[config.mk]
export PLATFORM = sky130hd
export DESIGN_NAME = hazard_stall_ctrl
export DESIGN_NICKNAME = d
export VERILOG_FILES = /design/src/rtl/hazard_stall_ctrl.sv
export SDC_FILE = /design/constraint.sdc
export NUM_CORES = 1
export LEC_CHECK = 0
export CORE_AREA = 2 2 93 117
export DETAILED_ROUTE_END_ITERATION = 8
export DIE_AREA = 0 0 95 119
export MAX_ROUTING_LAYER = met4
export PLACE_DENSITY = 0.62
export SLEW_MARGIN = 20
export SYNTH_ARGS = -nofsm -noshare
export SYNTH_HDL_FRONTEND = slang
export SYNTH_SLANG_ARGS = --single-unit
export TNS_END_PERCENT = 30
[constraint.sdc]
create_clock -name clk -period 4.42 [get_ports clk]
set_clock_uncertainty 0.1 [all_clocks]
set_input_delay 0.663 -clock clk [delete_from_list [all_inputs] [get_ports clk]]
set_output_delay 0.663 -clock clk [all_outputs]
set_load 0.01 [all_outputs]
[src/rtl/hazard_stall_ctrl.sv]
// Stall/flush controller for the 5-stage MIPS pipeline: T_use/T_new data hazards,
// multiply/divide occupancy and a stall-cycle performance counter.
module hazard_stall_ctrl #(
  parameter int MULT_CYCLES = 5,
  parameter int DIV_CYCLES  = 10,
  parameter int CNT_W       = 32
) (
  input  logic             clk,
  input  logic             reset,
  input  logic [31:0]      instr_D,
  input  logic [31:0]      instr_E,
  input  logic [31:0]      instr_M,
  output logic             stall,
  output logic             en_PC,
  output logic             en_FD,
  output logic             clr_DE,
  output logic             mdu_busy,
  output logic [CNT_W-1:0] stall_cnt
);

  localparam logic [5:0] OP_RTYPE = 6'b000000;
  localparam logic [5:0] OP_LW    = 6'b100011;
  localparam logic [5:0] OP_SW    = 6'b101011;
  localparam logic [5:0] OP_BEQ   = 6'b000100;
  localparam logic [5:0] OP_ORI   = 6'b001101;
  localparam logic [5:0] OP_LUI   = 6'b001111;
  localparam logic [5:0] OP_JAL   = 6'b000011;

  localparam logic [5:0] FN_ADD   = 6'b100000;
  localparam logic [5:0] FN_SUB   = 6'b100010;
  localparam logic [5:0] FN_JR    = 6'b001000;
  localparam logic [5:0] FN_MULT  = 6'b011000;
  localparam logic [5:0] FN_MULTU = 6'b011001;
  localparam logic [5:0] FN_DIV   = 6'b011010;
  localparam logic [5:0] FN_DIVU  = 6'b011011;
  localparam logic [5:0] FN_MFHI  = 6'b010000;
  localparam logic [5:0] FN_MTHI  = 6'b010001;
  localparam logic [5:0] FN_MFLO  = 6'b010010;
  localparam logic [5:0] FN_MTLO  = 6'b010011;

  // Destination register, with 0 meaning "writes nothing" ($0 is never a real producer).
  function automatic logic [4:0] dest_of(input logic [31:0] i);
    logic [4:0] d;
    d = 5'd0;
    case (i[31:26])
      OP_RTYPE: begin
        case (i[5:0])
          FN_ADD, FN_SUB, FN_MFHI, FN_MFLO: d = i[15:11];
          default:                          d = 5'd0;
        endcase
      end
      OP_ORI, OP_LUI, OP_LW: d = i[20:16];
      OP_JAL:                d = 5'd31;
      default:               d = 5'd0;
    endcase
    return d;
  endfunction

  function automatic logic [1:0] tnew_e_of(input logic [31:0] i);
    logic [1:0] t;
    t = 2'd0;
    case (i[31:26])
      OP_LW:          t = 2'd2;
      OP_ORI, OP_LUI: t = 2'd1;
      OP_RTYPE: begin
        case (i[5:0])
          FN_ADD, FN_SUB, FN_MFHI, FN_MFLO: t = 2'd1;
          default:                          t = 2'd0;
        endcase
      end
      default:        t = 2'd0;
    endcase
    return t;
  endfunction

  function automatic logic src_hazard(input logic used, input logic [4:0] r,
                                      input logic [1:0] tuse,
                                      input logic [4:0] d_e, input logic [1:0] tn_e,
                                      input logic [4:0] d_m, input logic [1:0] tn_m);
    return used && (r != 5'd0) &&
           (((r == d_e) && (tn_e > tuse)) || ((r == d_m) && (tn_m > tuse)));
  endfunction

  logic       use_rs, use_rt;
  logic [1:0] tuse_rs, tuse_rt;
  logic       mdu_in_d, start_e, div_e;
  logic [4:0] dest_e, dest_m;
  logic [1:0] tnew_e, tnew_m;
  logic       data_stall, mdu_stall;
  logic [3:0] cnt;

  always_comb begin
    use_rs   = 1'b0;
    use_rt   = 1'b0;
    tuse_rs  = 2'd0;
    tuse_rt  = 2'd0;
    mdu_in_d = 1'b0;
    case (instr_D[31:26])
      OP_BEQ: begin
        use_rs = 1'b1;
        use_rt = 1'b1;
      end
      OP_ORI, OP_LW: begin
        use_rs  = 1'b1;
        tuse_rs = 2'd1;
      end
      OP_SW: begin
        use_rs  = 1'b1;
        tuse_rs = 2'd1;
        use_rt  = 1'b1;
        tuse_rt = 2'd2;
      end
      OP_RTYPE: begin
        case (instr_D[5:0])
          FN_JR: use_rs = 1'b1;
          FN_ADD, FN_SUB: begin
            use_rs  = 1'b1;
            tuse_rs = 2'd1;
            use_rt  = 1'b1;
            tuse_rt = 2'd1;
          end
          FN_MULT, FN_MULTU, FN_DIV, FN_DIVU: begin
            use_rs   = 1'b1;
            tuse_rs  = 2'd1;
            use_rt   = 1'b1;
            tuse_rt  = 2'd1;
            mdu_in_d = 1'b1;
          end
          FN_MTHI, FN_MTLO: begin
            use_rs   = 1'b1;
            tuse_rs  = 2'd1;
            mdu_in_d = 1'b1;
          end
          FN_MFHI, FN_MFLO: mdu_in_d = 1'b1;
          default: ;
        endcase
      end
      default: ;
    endcase
  end

  assign dest_e = dest_of(instr_E);
  assign dest_m = dest_of(instr_M);
  assign tnew_e = tnew_e_of(instr_E);
  assign tnew_m = (instr_M[31:26] == OP_LW) ? 2'd1 : 2'd0;

  assign div_e   = (instr_E[31:26] == OP_RTYPE) &&
                   ((instr_E[5:0] == FN_DIV) || (instr_E[5:0] == FN_DIVU));
  assign start_e = div_e || ((instr_E[31:26] == OP_RTYPE) &&
                   ((instr_E[5:0] == FN_MULT) || (instr_E[5:0] == FN_MULTU)));

  assign data_stall = src_hazard(use_rs, instr_D[25:21], tuse_rs, dest_e, tnew_e, dest_m, tnew_m) ||
                      src_hazard(use_rt, instr_D[20:16], tuse_rt, dest_e, tnew_e, dest_m, tnew_m);

  // Busy is masked while reset is asserted so an aborted divide never holds off D.
  assign mdu_busy  = reset && (cnt != 4'd0);
  assign mdu_stall = mdu_in_d && (mdu_busy || start_e);

  assign stall  = data_stall || mdu_stall;
  assign en_PC  = ~stall;
  assign en_FD  = ~stall;
  assign clr_DE = stall;

  always_ff @(posedge clk) begin
    if (!reset) begin
      cnt <= 4'd0;
    end else if (start_e) begin
      cnt <= div_e ? 4'(DIV_CYCLES) : 4'(MULT_CYCLES);
    end else if (cnt != 4'd0) begin
      cnt <= cnt - 4'd1;
    end
  end

  always_ff @(posedge clk) begin
    if (!reset) begin
      stall_cnt <= '0;
    end else if (stall) begin
      stall_cnt <= stall_cnt + CNT_W'(1);
    end
  end

  logic unused_fields;
  assign unused_fields = ^{instr_D[15:6], instr_E[25:21], instr_E[10:6],
                           instr_M[25:21], instr_M[10:6]};

endmodule

* Word-level counts from Yosys, hierarchy flattened *
Index checks and enable logic that the tools add are counted.

storage, ports and cells
  bits in registers = 36
  latch bits = 0
  bits in writable memories = 0
  bits in read-only memories = 0
  memories = 0

operators by class
  $add $sub $neg = 2
  multiply operators = 0
  div/mod/pow operators = 0
  magnitude comparators = 4
  equal/unequal tests = 39
  shift operators = 0
  mux-type cells = 20
  bitwise logic cells = 1
  reduce and logical (&&, ||, !) cells = 39

operators by type and width
  operator               number
  $eq 6x5->1 const B     16
  $eq 6x6->1 const B     10
  $eq 6x4->1 const B     6
  $add 32x1->32 const B  1
  $pmux 5 s3             2
  $eq 5x5->1             4
  $logic_not 6->1        3
  $reduce_or 8->1        2
  $eq 6x2->1 const B     2
  $logic_and 1x1->1      12
  $mux 4                 3
  $reduce_or 4->1        3
  $mux 5                 2
  $reduce_bool 5->1      2
  $reduce_or 3->1        3
  $reduce_or 9->1        1
  $logic_or 1x1->1       8
  $mux 1                 8
  $eq 6x3->1 const B     1
  $pmux 1 s2             3
  $pmux 2 s3             1
  $reduce_or 6->1        1
  $gt 1x2->1             2
  $gt 2x2->1             2
  other kinds (6)        7

* Longest topological paths before layout *
  word-level depth = 11
  depth in mapped cells = 13

* Worst setup path before layout *
No wires, ideal clock.

  kind = input to output
  from = input instr_E[29]
  to = output stall
  arrival time = 3.225 ns
  data required time = 3.657 ns
  path slack = 0.432 ns
  cell stages on the path = 12
  buffers on the path = 1
  cells stage by stage = nor4_4 -> and4_2 -> a21oi_1 -> ha_1 -> nor2_1 -> nor2_1 -> a211o_1 -> a2111oi_2 -> o2111ai_1 -> and4_1 -> inv_2 -> buf_4

between the ends
  longest elaborated chain between the ends = 9
  elaborated cells between the ends (all ways) = 26

ends and longest elaborated chain
  element                                             line    text
  start, declared                                     11      input logic [31:0] instr_E,
  $eq 6x4->1 or $eq 6x6->1 (tied branches)            45, 62
  $reduce_or 2->1 or $reduce_or 3->1 (tied branches)  62, 45
  $pmux 2 s3 or $pmux 5 s3 (tied branches)            62, 45
  $gt 2x2->1 or $eq 5x5->1 (tied branches)            81      (((r == d_e) && (tn_e > tuse)) || ((r == d_m) && (tn_m > tuse)));
  $logic_and 1x1->1                                   81
  $logic_or 1x1->1                                    81
  $logic_and 1x1->1                                   80      return used && (r != 5'd0) &&
  $logic_or 1x1->1                                    152     assign data_stall = src_hazard(use_rs, instr_D[25:21], tuse_rs, dest_e, tnew_e, dest_m, tnew_m) ||
  $logic_or 1x1->1 *                                  159     assign stall = data_stall || mdu_stall;
  end, declared                                       13      output logic stall,

Mark *: on every way between the ends. The rest lies on a longest branch, timed or not.

* Worst setup path in the final report *
  from = input instr_M[27]
  to = output en_FD

between the ends
  longest elaborated chain between the ends = 10
  elaborated cells between the ends (all ways) = 21

ends and longest elaborated chain
  element                                   line     text
  start, declared                           12       input logic [31:0] instr_M,
  $eq 6x6->1 or $eq 6x4->1 (tied branches)  45, 145
  $reduce_or 3->1                           45       case (i[31:26])
  $pmux 5 s3                                45
  $eq 5x5->1                                81
  $logic_and 1x1->1                         81
  $logic_or 1x1->1                          81
  $logic_and 1x1->1                         80
  $logic_or 1x1->1 *                        152
  $logic_or 1x1->1 *                        159
  $not 1->1 *                               161      assign en_FD = ~stall;
  end, declared                             15       output logic en_FD,

Marked as above.

==> results.toml <==
[sta]
relSlewSlack_pct = 32.7
finalMaxSlewViolations = 0
period_needed_ns = 4.32
worst_pin_slew_ns = 1.01
finalWorstSetupSlack_ns = 0.0995
hold_violations = 0
setup_viol = 0
max_freq_mhz = 231
finalCritPeriodShare_pct = 97.7

[clock_network]
cts-root-buf = "clkbuf_16"
cts_tree = "built"
htree_num_levels = 2
cts_buffer_depth = 2
clkLatencyLatePin_ns = 0.28
numCtsBuffers = 5
cts.sinks = 36
holdBufCountCts = 0
path_clk_slew_ns = 0.05

[worst_setup_path]
crit_path_start = "instr_M[27]"
worstPathMaxFanout = 3
critPathCaptureType = "primary output"
worst-setup-path-type = "in -> out"
cp_data_required_time_ns = 3.66
regToRegSetupSlack_ns = 1.14
worstPathArrival_ns = 3.56
start_kind = "input port"
reg2reg_from = "cnt[0]"

[routing]
drt_iter0_drc = 257
wirelength_um = 10500
dr.pass1.iters = 4
post_drt_wl_per_cell_um = 15.3
drc = 0
vias_per_cell = 5.40
postRouteAntennaNets = 0
via_count = 3728

[placement]
place_ws_ns = -0.430
dp_hpwl_um = 8160
gp_congestion = 0.849
numPortBuffers = 103
place_inst = 681

[finish]
final_core_util_pct = 49.6
diodes = 0
final_nets = 662
drive_gt1_share_pct = 21.5
area_delta_synth_final_pct = 48.2
fillers = 997
fin_cells = 690

[synthesis]
syn_inst = 424
ys.flop_type = "dfxtp_1"
ys_ff_latch = 36
synth_top_area_share_pct = 20.8
synth_edf_count = 0
synth.top_cells.by_count = "nand2_1, dfxtp_1, mux2i_1"
async_reset_ff_share_pct = 0
syn_area_um2 = 3470
syn_avg_cell_area_um2 = 8.18
ys_warn_count = 0
ys_seq_area_share_pct = 20.8
synth_largest_area_cell = "dfxtp_1"
synthTopCellsByArea = "dfxtp_1, mux2i_1, nand2_1"
syn_nets = 528
synth_most_common_cell = "nand2_1"
ys_types = 74

[global_routing]
grt_max_degree = 63
use_met3_pct = 2.02
grt_util_met1_pct = 22.8
overflow = 0
grt_pass1_wl_um = 16700
grt_pass1_vias = 3596
antenna_found_initial = 0
grt-busiest-layer = "met2"
met2_usage_pct = 32.2
track_usage_pct = 18.6

[die]
die_w_um = 95
num_rows = 42
core-area_um2 = 10400
dieArea_um2 = 11300
initial_core_util_pct = 33.5
ios = 135
dieHeight_um = 119

[pwr]
power_switching_share_pct = 28.5
p_int_w = 0.000688
ir_worst_vdd_uv = 132
p_per_area_nw_per_um2 = 187
p_leak_nw = 1.82
p_sw_w = 0.000275
combinationalPowerShare_pct = 28.4
power_frac_clock_pct = 35.3
seqPwrFrac_pct = 36.3

[hold_path]
min-delay-path-class = "reg -> reg"
hp-start = "stall_cnt[31]"

[status]
status = "complete, no violations"

[run]
max-cap-violations = 0
==> path summary, 6_finish.rpt <==
path | end | cells after the start
worst max-delay path | en_FD | 11
worst min-delay path | stall_cnt[31] | 2
worst max register to register | stall_cnt[29] | 9
worst min register to register | stall_cnt[31] | 2
==> through the flow <==
stage          hold WS [ns]  total power [W]  cell area, µm²  setup TNS (ns)
6_report              0.374         0.000962            5140               0
5_1_grt               0.389          0.00101            5140          -0.130
4_1_cts               0.379         0.000965            5050               0
3_5_place_dp          0.365         0.000621            4880           -1.54
3_3_place_gp          0.361         0.000613            4880           -1.33
2_1_floorplan         0.386         0.000491            3470               0
==> repair_timing <==
item	CTS	global route
pin swaps	2	6
gates resized for setup	12	24
endpoints found under the setup margin	4	4
buffers inserted	0	2
==> metal layers <==
| metal | up-vias | wire length [µm] | part of all wire, % |
|---|---|---|---|
| li1 | 1848 | - | - |
| met1 | 1781 | 4530 | 43 |
| met3 | 16 | 399 | 3.8 |
| met5 | - | 0 | 0 |
| met2 | 83 | 5410 | 51 |
| met4 | 0 | 196 | 1.9 |
==> cell families (layout without fill, tap and decap cells) <==
logic type / Yosys count / after routing / share of synthesized area, %
AOI/OAI and AO/OA: 93 / 93 / 24.2
xor gates and xnor gates: 15 / 15 / 3.79
adders and majority gates: 6 / 6 / 2.17
buffers and inverters: 40 / 174 / 5.70
DFF: 36 / 36 / 20.8
muxes: 32 / 32 / 9.24
and+or+nand+nor: 202 / 202 / 34.1
==> area by class of cell <==
class | instances | area (µm²) | share of cell area [%]
Sequential cell | 36 | 721 | 14.0
Clock buffer | 5 | 125 | 2.44
Clock inverter | 2 | 12.5 | 0.244
Timing Repair Buffer | 151 | 1400 | 27.3
Multi-Input combinational cell | 348 | 2650 | 51.6
Inverter | 16 | 60.1 | 1.17
Tap cell | 132 | 165 | 3.21
==> placed cells by master, fill, tap and decap left out, types with 10 or more instances in the layout <==
cell             Yosys  layout
mux2i_1             32      32
buf_4                3      47
nor2_1              18      18
inv_1               15      15
a21oi_2             10      10
nand3_1             16      16
clkdlybuf4s50_1      0      90
nand2_1             57      57
a21oi_1             17      17
dfxtp_1             36      36
a211oi_2            10      11
nand2b_1            30      30
nand4_1             15      15
xnor2_1             12      12
==> flip-flops by register name (all words and copies together), names as in the netlist <==
name	flops
cnt	4
stall_cnt	32
==> critical path, stage by stage <==
cell             delay (ns)
clkdlybuf4s50_1        0.48
or3b_4                 0.39
or3_4                  0.38
ha_1                   0.29
nor2_1                 0.09
nand2_1                0.06
or4_4                  0.44
nor4_4                 0.17
a22oi_2                0.09
and4_4                 0.22
dlygate4sd2_1          0.28
==> power groups by stage <==
stage	sequential [W]	combinational (W)	clock, W
after floorplan	0.000353	0.000138	0
after global placement	0.000355	0.000258	0
after detailed placement	0.000355	0.000266	0
after CTS	0.000348	0.000269	0.000347
after global routing	0.000350	0.000300	0.000363
final	0.000349	0.000274	0.000340
Power figures use the tool's default switching activity.
